===== src/rtl/lfsr_prpg_misr.sv =====
`default_nettype none
// ============================================================================
// Module      : lfsr_prpg_misr
// Description : Polynomial-programmable Fibonacci LFSR engine for BIST.
//               PRPG mode emits a bounded burst of pseudo-random patterns.
//               MISR mode compacts response words into a signature.
//               Includes a start/busy/done sequencer, step counting and
//               all-zero lock-up detection with reseed recovery.
// Revision    : 1.0 - initial release
// ============================================================================
module lfsr_prpg_misr #(
    parameter int               WIDTH        = 32,
    parameter logic [WIDTH-1:0] POLY         = 32'h8020_0003,
    parameter logic [WIDTH-1:0] INITIAL_SEED = 32'hDEAD_BEEF,
    parameter int               CNT_W        = 16
) (
    input  logic             clk,
    input  logic             rst_n,
    input  logic             start,
    input  logic             mode,
    input  logic [CNT_W-1:0] num_steps,
    input  logic             seed_load,
    input  logic [WIDTH-1:0] seed_data,
    input  logic [WIDTH-1:0] misr_in,
    input  logic             misr_valid,
    output logic [WIDTH-1:0] pattern_out,
    output logic             pattern_valid,
    output logic             busy,
    output logic             done,
    output logic [WIDTH-1:0] signature,
    output logic             lockup_err
);

    typedef enum logic [1:0] {
        S_IDLE = 2'd0,
        S_RUN  = 2'd1,
        S_DONE = 2'd2
    } state_t;

    localparam logic              MODE_PRPG = 1'b0;
    localparam logic [CNT_W-1:0]  CNT_ONE   = {{(CNT_W-1){1'b0}}, 1'b1};

    state_t             state_q, state_d;
    logic [WIDTH-1:0]   lfsr_q, lfsr_d;
    logic [CNT_W-1:0]   cnt_q, cnt_d;
    logic [CNT_W-1:0]   num_q, num_d;
    logic               mode_q, mode_d;
    logic [WIDTH-1:0]   signature_q, signature_d;
    logic               lockup_q, lockup_d;

    logic               fb;
    logic [WIDTH-1:0]   shifted;
    logic               step_en;

    // Feedback tap and shifted value are shared by both modes.
    always_comb begin
        fb      = ^(lfsr_q & POLY);
        shifted = {lfsr_q[WIDTH-2:0], fb};
        step_en = (mode_q == MODE_PRPG) ? 1'b1 : misr_valid;
    end

    // Sequencer next-state and datapath next values.
    always_comb begin
        state_d     = state_q;
        lfsr_d      = lfsr_q;
        cnt_d       = cnt_q;
        num_d       = num_q;
        mode_d      = mode_q;
        signature_d = signature_q;
        lockup_d    = lockup_q;

        unique case (state_q)
            S_IDLE: begin
                // Seed load takes effect first so a same-cycle start uses it.
                if (seed_load) begin
                    lfsr_d = seed_data;
                end
                if (start) begin
                    mode_d = mode;
                    num_d  = num_steps;
                    cnt_d  = '0;
                    if (num_steps != '0) begin
                        state_d = S_RUN;
                    end else begin
                        state_d     = S_DONE;
                        signature_d = lfsr_d;
                    end
                end
            end
            S_RUN: begin
                if (step_en) begin
                    if (mode_q != MODE_PRPG) begin
                        lfsr_d = shifted ^ misr_in;
                    end else if (lfsr_q == '0) begin
                        // All-zero PRPG state would never leave zero: reseed.
                        lfsr_d   = INITIAL_SEED;
                        lockup_d = 1'b1;
                    end else begin
                        lfsr_d = shifted;
                    end
                    cnt_d = cnt_q + CNT_ONE;
                    if (cnt_q == (num_q - CNT_ONE)) begin
                        state_d     = S_DONE;
                        signature_d = lfsr_d;
                    end
                end
            end
            S_DONE: begin
                state_d = S_IDLE;
            end
            default: begin
                state_d = S_IDLE;
            end
        endcase
    end

    // State registers with synchronous active-low reset.
    always_ff @(posedge clk) begin
        if (!rst_n) begin
            state_q     <= S_IDLE;
            lfsr_q      <= INITIAL_SEED;
            cnt_q       <= '0;
            num_q       <= '0;
            mode_q      <= MODE_PRPG;
            signature_q <= '0;
            lockup_q    <= 1'b0;
        end else begin
            state_q     <= state_d;
            lfsr_q      <= lfsr_d;
            cnt_q       <= cnt_d;
            num_q       <= num_d;
            mode_q      <= mode_d;
            signature_q <= signature_d;
            lockup_q    <= lockup_d;
        end
    end

    assign pattern_out   = lfsr_q;
    assign pattern_valid = (state_q == S_RUN) && (mode_q == MODE_PRPG);
    assign busy          = (state_q == S_RUN);
    assign done          = (state_q == S_DONE);
    assign signature     = signature_q;
    assign lockup_err    = lockup_q;

endmodule
`default_nettype wire


===== config.mk =====
export PLATFORM = sky130hd
export DESIGN_NAME = lfsr_prpg_misr
export DESIGN_NICKNAME = d
export VERILOG_FILES = /design/src/rtl/lfsr_prpg_misr.sv
export SDC_FILE = /design/constraint.sdc
export NUM_CORES = 1
export LEC_CHECK = 0
export ABC_AREA = 1
export CORE_ASPECT_RATIO = 1.4
export CORE_MARGIN = 1.5
export CORE_UTILIZATION = 25
export CTS_BUF_LIST = sky130_fd_sc_hd__clkbuf_8
export DETAILED_ROUTE_END_ITERATION = 8
export PLACE_DENSITY = 0.49
export SYNTH_ARGS = -nofsm -noshare
export SYNTH_HDL_FRONTEND = slang
export SYNTH_SLANG_ARGS = --single-unit

===== constraint.sdc =====
create_clock -name clk -period 4.1 [get_ports clk]
set_input_delay 0.82 -clock clk [delete_from_list [all_inputs] [get_ports clk]]
set_output_delay 0.82 -clock clk [all_outputs]
set_load 0.01 [all_outputs]

==> results.cfg, run 1 <==
[clocking]
clockBufferDepth = 2
hold_buffers = 0
cts_root_buffer = clkbuf_8
clkTransAtPathRegs_ns = 0.10
clk_latency_ns = 0.39
cts-buffers-inserted = 9
ctsResizeCount = 0
cts.sinks = 100
tritoncts = yes
postCtsSetupBuffers = 0
cts.htree.levels = 3

[route]
routed_via_density = 4.663
post-route-drc-count = 0
wire_per_inst_um = 15.81
num_vias = 6248
antenna_left = 0
drtIter0Drc = 294
first_pass_iters = 4
drt_wl_total_um = 21190

[synthesis]
yosysWarnings = 0
synth_cell_types = 37
synth_area_leaders = dfxtp_1 34%, a21oi_1 13%, o21ai_0 11%
yosys.area.top_type_share = 0.3393
syn_nets = 991
synth_cells = 902
ys_seq_elements = 100
synth.most_common_cell = a21oi_1
ys_seq_area_frac = 0.3393
synth.avg_cell_area_sq_um = 6.540
synth_edf_count = 0
synth_top_area_cell = dfxtp_1
ys.flop_type = dfxtp_1
async_flop_share = 0
synth_top_cells_by_count = 155 x a21oi_1, 146 x nand2_1, 124 x o21ai_0, 100 x dfxtp_1, 90 x nor2_1
syn-cell-area_sq_um = 5899

[global_route]
grt_max_degree = 67
grt_overflow = 0
grt_pass1_wl_um = 33460
grt_pass1_vias = 6170
antenna_found_initial = 0
grt.total_usage = 0.1761

[timing]
slew-limit-headroom = 0.4623
tns_ns = 0
fmax_ghz = 0.3518
tightest_slew_ns = 0.8057
layout_min_cycle_time_ns = 2.842
period_share = 0.6933
hold_viol_final = 0
worst_clock_skew_ns = 0.02478
finalSetupViolations = 0
rsz0062_at_grt = false
slew_viol_final = 0

[power_and_ir_drop]
power_frac_clock = 0.219
leakagePower_uw = 0.003176
power_uw = 2860
p_int_uw = 1765
power.switching_uw = 1095
pwr_density_cell_nw_per_um2 = 363.0
p_comb_frac = 0.363
peakVddDrop_mv = 0.1361
seqPwrFrac = 0.418
switching_share = 0.3829

[placement]
place_congestion = 0.7891
portBuffers = 153
placedInstanceArea_sq_um = 7695
dp_hpwl_um = 15670

[flow_run]
drv_cap = 0

[worst_setup_path]
worstSetupStartpointType = input port
critPathCaptureType = flip-flop
path_max_fanout = 65
path_class = input port to flip-flop
crit_required_ns = 4.38
arrival_ns = 3.12

[cells_and_area]
fillers = 2530
design_area_sq_um = 7879
drive_above_1_share = 0.07164
synthToLayoutAreaGrowth_pct = 33.55
nets = 1117

[floorplan]
row_count = 66
die_h_um = 184.8
core_sq_um = 23200
die_area_sq_um = 24540
num_io_pins = 154
initial_core_util = 0.2542
die_width_um = 132.8

[hold_path]
hold_path.class = flip-flop to flip-flop

[status]
status = complete, no violations
==> worst paths after layout <==
| check | startpoint | end | slack, ns | depth (start not counted) |
|---|---|---|---|---|
| max | num_steps[12] | signature[9] | 1.26 | 8 |
| min | lockup_err | lockup_err | 0.46 | 2 |
| max reg2reg | pattern_out[0] | signature[19] | 1.64 | 10 |
| min reg2reg | lockup_err | lockup_err | 0.46 | 2 |
==> state kept, by name, indices dropped and copies added (netlist names) <==
register and flops:
lockup_err 1, mode_q 1, state_q 2, signature 32, cnt_q 16, num_q 16
pattern_out 32
==> layer usage <==
metal | track usage | wire length (um) | vias up
li1 | - | - | 3278
met1 | 0.1920 | 8629 | 2775
met2 | 0.3258 | 10690 | 168
met3 | 0.04868 | 1405 | 27
met4 | 0.05978 | 466 | 0
met5 | 0 | 0 | -
==> area by class of cell <==
| class | count | area (sq um) | area share |
|---|---|---|---|
| Antenna cell | 1 | 2.502 | 0.0003176 |
| Sequential cell | 100 | 2003 | 0.2542 |
| Tap cell | 306 | 382.9 | 0.04859 |
| Clock inverter | 7 | 57.56 | 0.007305 |
| Multi-Input combinational cell | 669 | 3337 | 0.4235 |
| Clock buffer | 9 | 123.9 | 0.01572 |
| Timing Repair Buffer | 170 | 1679 | 0.2131 |
| Inverter | 78 | 292.8 | 0.03716 |
==> cells by family after synthesis <==
kind of cell / after synthesis / synth area share
AND/OR/NAND/NOR: 342 / 0.2590
flip-flops: 100 / 0.3393
adder cells (fa/ha/maj): 3 / 0.006363
AO/OA/AOI/OAI: 308 / 0.2747
XOR/XNOR: 16 / 0.02375
buffers and inverters: 133 / 0.09692
==> power groups by stage <==
stage          combinational [uW]  sequential [uW]  clock, uW
6_report                     1040             1200        627
5_1_grt                      1170             1210        685
4_1_cts                      1050             1200        655
3_5_place_dp                 1050             1220          0
2_1_floorplan                 576             1220          0
3_3_place_gp                 1040             1220          0
==> critical path: stages <==
cell,delay [ns]
clkdlybuf4s50_1,0.43
nor4_1,0.61
nand4_1,0.37
o21ai_4,0.26
buf_12,0.34
nand3_1,0.13
nand2_1,0.08
nor2_1,0.04
==> through the flow <==
step | cells | hold slack [ns] | util | setup slack [ns]
3_5_place_dp | 1323 | 0.4506 | 0.3316 | 0.7536
5_1_grt | 1339 | 0.4871 | 0.3394 | 1.124
3_3_place_gp | 1323 | 0.4434 | 0.3316 | 0.7619
6_report | 1340 | 0.4608 | 0.3395 | 1.258
2_1_floorplan | 902 | 0.4542 | - | 1.931
4_1_cts | 1339 | 0.4663 | 0.3394 | 1.162
==> layout by cell type, fill, tap and decap left out, types with 9 or more instances in the layout <==
cell type	n
nand2_1	146
clkbuf_8	9
nor2_1	90
a21oi_2	18
buf_4	15
clkdlybuf4s50_1	152
o21ai_0	123
inv_1	74
xor2_1	15
a21oi_1	155
nor3_1	11
nand3_1	56
dfxtp_1	99
(Power assumes the default switching activity.)
==> inputs of run 2 (changes only) <==
==> constraint.sdc (replaced) <==
create_clock -name clk -period 2.9 [get_ports clk]
set_input_delay 0.58 -clock clk [delete_from_list [all_inputs] [get_ports clk]]
set_output_delay 0.58 -clock clk [all_outputs]
set_load 0.01 [all_outputs]
==> run 2 against run 1 <==
Against the previous run:
- wire length grew 0.41%
- worst hold slack gained 0.016 ns
- cell count up 0.75%
- clock skew is 0.0040 ns lower
- die area unchanged
- global-route usage rose by 0.093 points
- combinational power rose by 45%
- sequential share of layout area is 0.51 points lower
- first-iteration DRC count is 28% higher
- power grew 48%
- flip-flop and latch count unchanged
- via count grew 1.1%
- critical path type is now flip-flop to output pin
- critical endpoint is now busy
- largest power group unchanged
==> results.cfg, run 2 (synthesis gave the netlist of run 1 again) <==
[route]
drt_wl_total_um = 21280
first_pass_iters = 5
antenna_left = 0
wire_per_inst_um = 15.76
routed_via_density = 4.680
post-route-drc-count = 0
num_vias = 6318
drtIter0Drc = 376

[clocking]
tritoncts = yes
hold_buffers = 0
cts.sinks = 100
cts.htree.levels = 3
clk_latency_ns = 0.40
ctsResizeCount = 0
clockBufferDepth = 2
cts_root_buffer = clkbuf_8
clkTransAtPathRegs_ns = 0.12
cts-buffers-inserted = 9
postCtsSetupBuffers = 0

[floorplan]
num_io_pins = 154
initial_core_util = 0.2542
die_h_um = 184.8
die_area_sq_um = 24540
row_count = 66
die_width_um = 132.8
core_sq_um = 23200

[timing]
hold_slack_ns = 0.4768
slew-limit-headroom = 0.5832
fmax_ghz = 0.4065
hold_viol_final = 0
tightest_slew_ns = 0.6253
setup_ws_ns = 0.4403
tns_ns = 0
finalSetupViolations = 0
slew_viol_final = 0
rsz0062_at_grt = false
worst_clock_skew_ns = 0.02076
layout_min_cycle_time_ns = 2.460
period_share = 0.8482

[cells_and_area]
final_cell_count_no_fill = 1350
final_util = 0.3465
final_cell_mix = 155 x a21oi_1, 152 x clkdlybuf4s50_1, 146 x nand2_1
layout_commonest_cell = a21oi_1
fillers = 2537
synthToLayoutAreaGrowth_pct = 36.31
nets = 1127
drive_above_1_share = 0.08150

[global_route]
grt_overflow = 0
grt.total_usage = 0.1770
grt_max_degree = 59
grt_pass1_wl_um = 33690
antenna_found_initial = 0
grt_pass1_vias = 6250

[worst_setup_path]
critPathSlowestCell = clkdlybuf4s50_1
r2r-start = pattern_out[0]
cp_slowest_stage_delay_ns = 0.57
path_max_fanout = 17
critPathCaptureType = output pin
cp_cell_sequence = inv_2 -> nor2_8 -> buf_4 -> clkdlybuf4s50_1
rr_worst_depth = 10
critPathLaunch = state_q[0]
arrival_ns = 1.88
r2r_end = signature[18]
path_class = flip-flop to output pin
crit_required_ns = 2.32
critPathCapture = busy
r2r_setup_slack_ns = 0.59
worstSetupStartpointType = flip-flop

[power_and_ir_drop]
peakVddDrop_mv = 0.2433
leakagePower_uw = 0.003260
pwr_density_cell_nw_per_um2 = 526.8

[placement]
place_congestion = 0.8026
dp_hpwl_um = 16050
dp.cells = 1333
portBuffers = 153
pre_cts_ws_ns = 0.2461

[hold_path]
hp-start = lockup_err
hold_path.class = flip-flop to flip-flop

[status]
status = complete, no violations

[flow_run]
drv_cap = 0
run 2: changes by cell type in the layout (fill, tap and decap cells not counted):
cell / delta
buf_12: +3
buf_4: +7
bufinv_16: +1
clkinv_8: +3
clkinvlp_4: -1
inv_1: -1
inv_6: -2
run 2: worst min-delay path by stage:
stage / slack [ns] / depth (start not counted) / endpoint
2_1_floorplan: 0.45 / 1 / cnt_q[14]
3_3_place_gp: 0.47 / 2 / signature[21]
3_5_place_dp: 0.47 / 2 / signature[18]
4_1_cts: 0.50 / 2 / lockup_err
5_1_grt: 0.52 / 2 / lockup_err
6_report: 0.48 / 2 / lockup_err
run 2: area by class of cell:
| class | count | area (sq um) | share of cell area |
|---|---|---|---|
| Clock buffer | 9 | 123.9 | 0.01540 |
| Tap cell | 306 | 382.9 | 0.04761 |
| Multi-Input combinational cell | 669 | 3337 | 0.4150 |
| Sequential cell | 100 | 2003 | 0.2491 |
| Antenna cell | 1 | 2.502 | 0.0003112 |
| Clock inverter | 7 | 107.6 | 0.01338 |
| Timing Repair Buffer | 180 | 1792 | 0.2228 |
| Inverter | 78 | 292.8 | 0.03641 |
run 2: worst max-delay path, delay by kind of cell, from the launching register on:
kind / cells / cell delay (ns)
AND/OR/NAND/NOR: 1 / 0.17
buffers and inverters: 3 / 0.90
flip-flops: 1 / 0.41
run 2: metrics by stage:
stage | instance area (sq um) | total power [uW]
6_report | 8041 | 4236
5_1_grt | 8039 | 4528
2_1_floorplan | 5899 | 2544
3_3_place_gp | 7807 | 3242
3_5_place_dp | 7807 | 3239
4_1_cts | 8039 | 4306
run 2: per-layer routing:
| metal | global-route usage | wire (um) | up-vias |
|---|---|---|---|
| met5 | 0 | 0 | - |
| met4 | 0.06637 | 653 | 0 |
| met3 | 0.04978 | 1465 | 31 |
| met2 | 0.3183 | 10510 | 174 |
| met1 | 0.1975 | 8648 | 2821 |
| li1 | - | - | 3292 |
run 2: report_power, final:
| part | switching [uW] | leakage, uW | internal [uW] | total [uW] |
|---|---|---|---|---|
| Clock | 615 | 0.000114 | 430 | 1050 |
| Combinational | 839 | 0.00232 | 670 | 1510 |
| Sequential | 156 | 0.000825 | 1530 | 1680 |
==> inputs of run 3 (changes only) <==
--- a/config.mk
+++ b/config.mk
@@ -11,7 +11,7 @@
 export CORE_UTILIZATION = 25
 export CTS_BUF_LIST = sky130_fd_sc_hd__clkbuf_8
 export DETAILED_ROUTE_END_ITERATION = 8
-export PLACE_DENSITY = 0.49
+export PLACE_DENSITY = 0.5
 export SYNTH_ARGS = -nofsm -noshare
 export SYNTH_HDL_FRONTEND = slang
 export SYNTH_SLANG_ARGS = --single-unit
==> constraint.sdc (replaced) <==
create_clock -name clk -period 2.1 [get_ports clk]
set_input_delay 0.42 -clock clk [delete_from_list [all_inputs] [get_ports clk]]
set_output_delay 0.42 -clock clk [all_outputs]
set_load 0.01 [all_outputs]
==> run 3 against run 2 <==
Against the previous run:
- the flow now finishes with violations (setup timing)
- global-route usage increased by 1.1 points
- core utilization increased by 3.7 points
- clock skew increased by 0.0030 ns
- critical endpoint is now signature[0]
- highest routed layer is now met5
==> results.cfg, run 3 (synthesis gave the netlist of run 1 again) <==
[timing]
hold_viol_final = 0
slew_viol_final = 0
worst_clock_skew_ns = 0.02380
layout_min_cycle_time_ns = 2.101
fmax_ghz = 0.4760
rsz0062_at_grt = true
tns_ns = -0.0006464
finalSetupViolations = 1
setup_ws_ns = -0.0006464
slew-limit-headroom = 0.6967
period_share = 1.000
tightest_slew_ns = 0.4549

[cells_and_area]
layout_commonest_cell = a21oi_1
synthToLayoutAreaGrowth_pct = 50.84
final_cell_mix = 153 x a21oi_1, 150 x clkdlybuf4s50_1, 142 x nand2_1
multi_input_area_sq_um = 3543
register_area_sq_um = 2007
diodes = 0
fillers = 2462
design_area_sq_um = 8899
final_util = 0.3835
nets = 1196
drive_above_1_share = 0.1737

[worst_setup_path]
rr_worst_depth = 17
critPathCaptureType = flip-flop
path_max_fanout = 6
r2r_end = signature[0]
arrival_ns = 2.43
r2r_setup_slack_ns = -0.0006
crit_required_ns = 2.43
r2r-start = num_q[1]
path_class = flip-flop to flip-flop
worstSetupStartpointType = flip-flop

[placement]
place_congestion = 0.8651
portBuffers = 153
dp_hpwl_um = 17040
placedInstanceArea_sq_um = 8292

[status]
violations = setup timing
status = finished, violations left

[route]
wire_per_inst_um = 16.18
first_pass_iters = 4
routed_via_density = 4.733
num_vias = 6706
post-route-drc-count = 0
drtIter0Drc = 286
drt_wl_total_um = 22920
antenna_left = 0

[global_route]
grt.total_usage = 0.1878
grt_pass1_vias = 6619
grt_pass1_wl_um = 35600
antenna_found_initial = 1
grt_max_degree = 47
grt_overflow = 0

[hold_path]
hp-start = lockup_err
hold-path-endpoint = lockup_err
holdPathStages = 2
hold_path.class = flip-flop to flip-flop

[floorplan]
die_h_um = 184.8
initial_core_util = 0.2542
die_area_sq_um = 24540
die_width_um = 132.8
core_sq_um = 23200
row_count = 66
num_io_pins = 154

[clocking]
clk_latency_ns = 0.40
cts.sinks = 100
cts.htree.levels = 3
clockBufferDepth = 2
tritoncts = yes
hold_buffers = 0
clkTransAtPathRegs_ns = 0.11
cts-buffers-inserted = 9
cts_root_buffer = clkbuf_8

[power_and_ir_drop]
power.switching_uw = 2291
leakagePower_uw = 0.003667
p_int_uw = 3725
power_frac_clock = 0.204
power_uw = 6016
switching_share = 0.3808
p_comb_frac = 0.416
seqPwrFrac = 0.381
peakVddDrop_mv = 0.2897
pwr_density_cell_nw_per_um2 = 676.1

[flow_run]
drv_cap = 0
[run 3: cell types whose count changed in the layout (fill, tap and decap cells not counted), moves of 6 or more]
cell     previous run  this run
buf_12              5        12
nor2_1             90        81
nand3_2             2        14
buf_4              22        74
buf_6               0         6
nand3_1            56        42
[run 3: layout make-up]
cell class                      instances  share of cell area
Sequential cell                       100              0.2255
Timing Repair Buffer                  249              0.2804
Tap cell                              306             0.04303
Inverter                               78             0.03290
Multi-Input combinational cell        669              0.3982
Clock buffer                            9             0.01392
Clock inverter                          6            0.006046
[run 3: worst max-delay path by stage]
stage	start	endpoint	slack [ns]	cells after the start
final	num_q[1]	signature[0]	-0.0006	17
after global routing	num_q[0]	signature[25]	-0.17	17
after CTS	num_q[1]	signature[17]	-0.05	17
after detailed placement	num_steps[12]	signature[7]	-0.56	9
after global placement	num_steps[12]	signature[28]	-0.55	9
after floorplan	num_q[0]	signature[15]	0.18	17
[run 3: repair_timing]
action,in CTS,in global routing
gates cloned,4,1
setup endpoints to repair,37,40
resized for setup,39,23
pin swaps,16,10
buffers inserted,6,1
endpoints found under the hold margin,0,0
[run 3: metrics by stage]
step	std cells	worst slack, ns	hold WS (ns)
2_1_floorplan	902	0.1756	0.4542
3_3_place_gp	1391	-0.5549	0.4418
3_5_place_dp	1391	-0.5621	0.4491
4_1_cts	1416	-0.05044	0.4663
5_1_grt	1417	-0.1697	0.4854
6_report	1417	-0.0006464	0.4645
[run 3: power by group through the flow]
stage               sequential (uW)  clock [uW]  combinational (uW)
floorplan                      2390           0                1120
global route                   2320        1340                2750
global placement               2330           0                2320
CTS                            2290        1280                2500
finish                         2290        1220                2500
detailed placement             2320           0                2320
[run 3: critical path, cell delays in order, from the launching register on]
cell and delay, ns:
dfxtp_2 0.35, buf_6 0.11, nor2_4 0.12, nand2_4 0.10, nor2_8 0.15, nand2_2 0.05
nand2_1 0.05, nand2_1 0.05, nor2_1 0.12, nand2_1 0.08, nor2_2 0.13, nand3_2 0.10
nand2_4 0.11, buf_6 0.11, buf_12 0.11, buf_16 0.13, a21oi_2 0.05, nor2_1 0.11
[run 3: metal layers]
metal  vias up  wire [um]  GRT usage
li1       3428          -          -
met2       168      11920     0.3517
met5         -         17          0
met1      3078       9127     0.2066
met3        30       1357    0.04483
met4         2        496    0.06154
